**src/rtl/stopwatch_pkg.sv**
```systemverilog
// Shared stopwatch definitions: control-FSM encodings, default timing parameters and
// the digit-counter moduli used by the downstream counter chain.
package stopwatch_pkg;

    typedef enum logic [1:0] {
        ST_IDLE  = 2'b00,
        ST_RUN   = 2'b01,
        ST_PAUSE = 2'b10
    } sw_state_t;

    // 10 ms debounce and 100 Hz count tick at a 50 MHz system clock.
    localparam int unsigned DEB_CYCLES_DEF = 500000;
    localparam int unsigned TICK_DIV_DEF   = 500000;

    // Moduli of the digit chain, least-significant first (cc.ss.mm display).
    localparam int unsigned DIG_MOD_CSEC_UNITS = 10;
    localparam int unsigned DIG_MOD_CSEC_TENS  = 10;
    localparam int unsigned DIG_MOD_SEC_UNITS  = 10;
    localparam int unsigned DIG_MOD_SEC_TENS   = 6;
    localparam int unsigned DIG_MOD_MIN_UNITS  = 10;
    localparam int unsigned DIG_MOD_MIN_TENS   = 6;

    // Width of a counter that runs 0..n-1; never narrower than one bit.
    function automatic int unsigned cnt_width(input int unsigned n);
        return (n < 2) ? 1 : $clog2(n);
    endfunction

endpackage

```
**src/rtl/stopwatch_ctrl_btn_cond.sv**
```systemverilog
// Push-button conditioner: two-flop synchroniser, stability debounce and a one-cycle
// pulse on each accepted press (accepted 0->1 change of the level).
module btn_cond
    import stopwatch_pkg::*;
#(
    parameter int unsigned DEB_CYCLES = DEB_CYCLES_DEF
) (
    input  logic clk,
    input  logic reset,
    input  logic raw,
    output logic level,
    output logic press
);

    localparam int unsigned CW = cnt_width(DEB_CYCLES);
    localparam logic [CW-1:0] CNT_LAST = CW'(DEB_CYCLES - 1);

    logic          r_sync1;
    logic          r_sync2;
    logic          r_level;
    logic          r_press;
    logic [CW-1:0] r_cnt;

    // The counter only advances while the synchronised input disagrees with the
    // accepted level; any return to agreement discards the partial interval.
    always_ff @(posedge clk) begin
        if (reset) begin
            r_sync1 <= 1'b0;
            r_sync2 <= 1'b0;
            r_level <= 1'b0;
            r_press <= 1'b0;
            r_cnt   <= '0;
        end else begin
            r_sync1 <= raw;
            r_sync2 <= r_sync1;
            r_press <= 1'b0;
            if (r_sync2 == r_level) begin
                r_cnt <= '0;
            end else if (r_cnt == CNT_LAST) begin
                r_cnt   <= '0;
                r_level <= r_sync2;
                r_press <= r_sync2;
            end else begin
                r_cnt <= r_cnt + 1'b1;
            end
        end
    end

    assign level = r_level;
    assign press = r_press;

endmodule

```
**src/rtl/stopwatch_ctrl.sv**
```systemverilog
// Stopwatch front-end: conditions start/stop/clear buttons, runs the IDLE/RUN/PAUSE
// machine and produces the count-enable tick and clear pulse for the digit chain.
module stopwatch_ctrl
    import stopwatch_pkg::*;
#(
    parameter int unsigned DEB_CYCLES = DEB_CYCLES_DEF,
    parameter int unsigned TICK_DIV   = TICK_DIV_DEF
) (
    input  logic       clk,
    input  logic       reset,
    input  logic       btn_start,
    input  logic       btn_stop,
    input  logic       btn_clear,
    output logic       run,
    output logic       tick,
    output logic       clr,
    output logic [1:0] state
);

    localparam int unsigned PW = cnt_width(TICK_DIV);
    localparam logic [PW-1:0] PRESC_LAST = PW'(TICK_DIV - 1);

    logic w_press_start;
    logic w_press_stop;
    logic w_press_clear;
    logic w_level_start;
    logic w_level_stop;
    logic w_level_clear;
    logic [2:0] w_unused_levels;

    sw_state_t     r_state;
    logic          r_run;
    logic          r_tick;
    logic          r_clr;
    logic [PW-1:0] r_presc;

    btn_cond #(.DEB_CYCLES(DEB_CYCLES)) u_btn_start (
        .clk   (clk),
        .reset (reset),
        .raw   (btn_start),
        .level (w_level_start),
        .press (w_press_start)
    );

    btn_cond #(.DEB_CYCLES(DEB_CYCLES)) u_btn_stop (
        .clk   (clk),
        .reset (reset),
        .raw   (btn_stop),
        .level (w_level_stop),
        .press (w_press_stop)
    );

    btn_cond #(.DEB_CYCLES(DEB_CYCLES)) u_btn_clear (
        .clk   (clk),
        .reset (reset),
        .raw   (btn_clear),
        .level (w_level_clear),
        .press (w_press_clear)
    );

    // Only the press pulses drive control; the accepted levels are not needed here.
    assign w_unused_levels = {w_level_start, w_level_stop, w_level_clear};

    // The prescaler step is decided by the current state, so a wrap in the last RUN
    // cycle still produces its tick even when the same edge leaves RUN.
    always_ff @(posedge clk) begin
        if (reset) begin
            r_state <= ST_IDLE;
            r_run   <= 1'b0;
            r_tick  <= 1'b0;
            r_clr   <= 1'b0;
            r_presc <= '0;
        end else begin
            r_clr  <= w_press_clear;
            r_tick <= 1'b0;

            case (r_state)
                ST_RUN: begin
                    if (r_presc == PRESC_LAST) begin
                        r_presc <= '0;
                        r_tick  <= 1'b1;
                    end else begin
                        r_presc <= r_presc + 1'b1;
                    end
                end
                ST_PAUSE: r_presc <= r_presc;
                default:  r_presc <= '0;
            endcase

            if (w_press_clear) begin
                r_state <= ST_IDLE;
                r_run   <= 1'b0;
                r_presc <= '0;
            end else begin
                case (r_state)
                    ST_IDLE: begin
                        if (w_press_start) begin
                            r_state <= ST_RUN;
                            r_run   <= 1'b1;
                        end
                    end
                    ST_RUN: begin
                        if (w_press_stop) begin
                            r_state <= ST_PAUSE;
                            r_run   <= 1'b0;
                        end
                    end
                    ST_PAUSE: begin
                        if (w_press_start) begin
                            r_state <= ST_RUN;
                            r_run   <= 1'b1;
                        end
                    end
                    default: begin
                        r_state <= ST_IDLE;
                        r_run   <= 1'b0;
                    end
                endcase
            end
        end
    end

    assign run   = r_run;
    assign tick  = r_tick;
    assign clr   = r_clr;
    assign state = r_state;

    // Output invariants relied on by the digit chain.
    ap_run_matches_state: assert property (@(posedge clk) disable iff (reset)
        run == (state == ST_RUN));
    ap_state_legal: assert property (@(posedge clk) disable iff (reset)
        state != 2'b11);
    ap_tick_only_running: assert property (@(posedge clk) disable iff (reset)
        tick |-> (run || $past(run)));

endmodule

```
**config.mk**
```make
export PLATFORM = sky130hd
export DESIGN_NAME = stopwatch_ctrl
export DESIGN_NICKNAME = d
export VERILOG_FILES = /design/src/rtl/stopwatch_pkg.sv /design/src/rtl/stopwatch_ctrl_btn_cond.sv /design/src/rtl/stopwatch_ctrl.sv
export SDC_FILE = /design/constraint.sdc
export NUM_CORES = 1
export LEC_CHECK = 0
export CAP_MARGIN = 20
export CORE_AREA = 2 2 90 92
export CTS_CLUSTER_SIZE = 16
export DETAILED_ROUTE_END_ITERATION = 6
export DIE_AREA = 0 0 92 94
export GPL_ROUTABILITY_DRIVEN = 0
export PLACE_DENSITY_LB_ADDON = 0.12
export SLEW_MARGIN = 10
export SYNTH_ARGS = -nofsm -noshare
export SYNTH_HDL_FRONTEND = slang
export SYNTH_SLANG_ARGS = --single-unit
```
**constraint.sdc**
```tcl
create_clock -name clk -period 2 [get_ports clk]
set_clock_uncertainty 0.2 [all_clocks]
set_input_delay 0.6 -clock clk [delete_from_list [all_inputs] [get_ports clk]]
set_output_delay 0.6 -clock clk [all_outputs]
set_load 0.01 [all_outputs]
```
==> metrics.txt <==
status finished with violations; violated checks setup timing; fin crit share 101%; share of layout cells above drive strength 1 12.5%; Buf/Inv on CP 0; IO Pins 10; Die Y 94 µm; vias in the first global route about 3.1k; Seq/Total Area, Yosys 45.2%; final net count approximately 520; synthesized cell area a little over 4000 µm²; Site Rows 32; largest net degree at the start of global routing 19; Mapped Cells about 470; post-synthesis register bit count 93; Via density 5.23; yosys warns 0; initial drt markers 100; Num CTS Buffers 9; peak supply drop 0.370 mV; Vias about 3.2k; die extent in x 92 µm; Critical Path RT slightly above 2000 ps; EDFF count, synth 0; GR Util All Layers 19.3%; most common cell after layout, fill and taps aside nor2_1; met3 wire len 176 µm; CTS Root Buffer Type clkbuf_8; worst-margin pin slew about 410 ps; Post-DP HPWL approximately 5400 µm; worst rel slew slack 72.8%; CTS tree done; Area growth syn-to-layout 15.9%; H-tree depth 3; Top delay family on crit path simple AND/OR/NAND/NOR gates; area of the die roughly 8600 µm²; Post-DP Area 4530 µm²; Final Instance Area 4780 µm²; clock slew at reported path FFs 90 ps; Longest Clk Path Bufs 2; Layout Utilization a little over three fifths; post-synth cell types 44; total leakage power around 0.0017 µW; met1 wire length slightly below 4000 µm; highest clock rate ~0.50 GHz; Slowest-stage cell, CP or4b_1; crit path kind flip-flop to flip-flop; post-route setup slack -13.1 ps; DR DRC count 0; worst path arrival time about 2100 ps; critical path fanouts, max 6; Power Dens Cells between 600 and 700 nW/µm²; ANT cells 0; total iterations of the first detailed-routing run 4; total gr overflow 0; Core ar. about 7600 µm²; Final setup viols 1; Max Cap Violations 0; most frequent cells in the layout nor2_1, dfxtp_1, nand3_1, nand2_1, xor2_1; HP Class flip-flop to flip-flop; Worst-Skew Late Latency between 300 and 400 ps; initial antenna violation count 0; IO buf count 9; Final Hold Vio Count 0; syn_nets about 480; Critical Path Source Type flip-flop; final worst path period need about 2000 ps; Max Slew Vio Count 0; top_reg_cell synth dfxtp_1; ANT nets after route 0; per-instance average area after synthesis slightly below 9 µm²; metal2 WL roughly 3500 µm; cells along the critical path or4b_1 > nor3_1 > nand4_1 > a32oi_1 > nor2_1; clk sinks between 90 and 100; wire length of the first global-routing pass 13500 µm; WL/cell between 10 and 15 µm; Async SR Flop Fraction 0%; drt total wl roughly 7700 µm; initial core utilization between 50% and 60%; worst hold margin around 240 ps; uppermost layer routed met4; largest stage delay on the critical path ~530 ps; CP Capture Type flip-flop
layer usage:
metal,global-route usage (%),vias to the layer above
met1,25.3,1478
met5,0,-
li1,-,1674
met4,8.58,0
met3,2.97,10
met2,31.6,41
metrics by stage:
stage	cells	setup TNS (ps)	power [µW]	setup slack, ps
2_1_floorplan	468	-229	1940	-38.7
3_3_place_gp	596	-7680	1960	-330
3_5_place_dp	596	-9160	1960	-384
4_1_cts	612	0	3160	1.95
5_1_grt	613	-41.1	3240	-41.1
6_report	613	-13.1	3130	-13.1
where the power goes:
part           leakage (µW)  switching [µW]  internal (µW)
sequential         0.000753            6.54           1860
clock             0.0000983             677            532
combinational      0.000818            25.2           27.3
state kept, by name, indices dropped and copies added, names as in the netlist:
name and count:
u_btn_stop.level 1, u_btn_start.r_sync1 1, u_btn_stop.press 1, u_btn_start.r_cnt 19, clr 1, tick 1, r_presc 19, u_btn_stop.r_sync1 1
u_btn_clear.r_cnt 19, u_btn_clear.r_sync1 1, u_btn_clear.press 1, u_btn_clear.r_sync2 1, u_btn_start.r_sync2 1, u_btn_start.level 1, state 2, u_btn_start.press 1
u_btn_clear.level 1, run 1, u_btn_stop.r_cnt 19, u_btn_stop.r_sync2 1
logic make-up (layout without fill, tap and decap cells):
logic type / Yosys count / count (layout) / share of synthesized area, %
simple gates: 260 / 260 / 32.4
flops: 93 / 93 / 45.2
xor+xnor: 55 / 55 / 11.7
compound gates: 24 / 24 / 3.89
buf+inv: 22 / 65 / 3.19
mux: 10 / 10 / 2.43
fa+ha+maj: 4 / 4 / 1.21
worst register-to-register path: cells and delay by family, from the launching register on:
| kind | cells | cell delay [ps] |
|---|---|---|
| simple gates | 4 | 1040 |
| compound gates | 1 | 280 |
| flops | 1 | 400 |
worst paths after layout:
kind	from	end	slack, ps	cells after the start
worst min register to register	u_btn_stop.r_sync1	u_btn_stop.r_sync2	240	1
worst max-delay path	r_presc[10]	r_presc[1]	-10	5
worst max register to register	r_presc[10]	r_presc[1]	-10	5
worst min-delay path	u_btn_stop.r_sync1	u_btn_stop.r_sync2	240	1
repair_timing:
action / 4_1_cts / 5_1_grt
setup buffers: 0 / 1
hold buffers: 0 / 0
pin swaps: 0 / 2
setup endpoints to repair: 5 / 15
resized for setup: 7 / 12
cloned: 0 / 0
cells in the mapped netlist (all sizes together) (4+ instances only):
master  count  share of area, %
a21oi      12               1.5
and3       14               2.2
and4        5               1.1
buf        12               2.3
dfxtp      93                45
ha          4               1.2
inv         8              0.73
mux2i      10               2.4
nand2      35               3.2
nand2b      4              0.79
nand3      43               5.2
nand4      15               2.3
nor2       89               8.1
nor2b       9               1.4
nor3       10               1.2
nor4        5               1.1
nor4b       7               1.5
or3         6              0.91
xnor2      23               4.9
xor2       32               6.8
area by class of cell:
class                           instances  area, µm²
Tap cell                              102        128
Fill cell                             702       2830
Clock buffer                           11        151
Timing Repair Buffer                   41        393
Inverter                                8       30.0
Sequential cell                        93       1870
Clock inverter                          5       46.3
Multi-Input combinational cell        353       2160
Power figures use the tool's default switching activity.
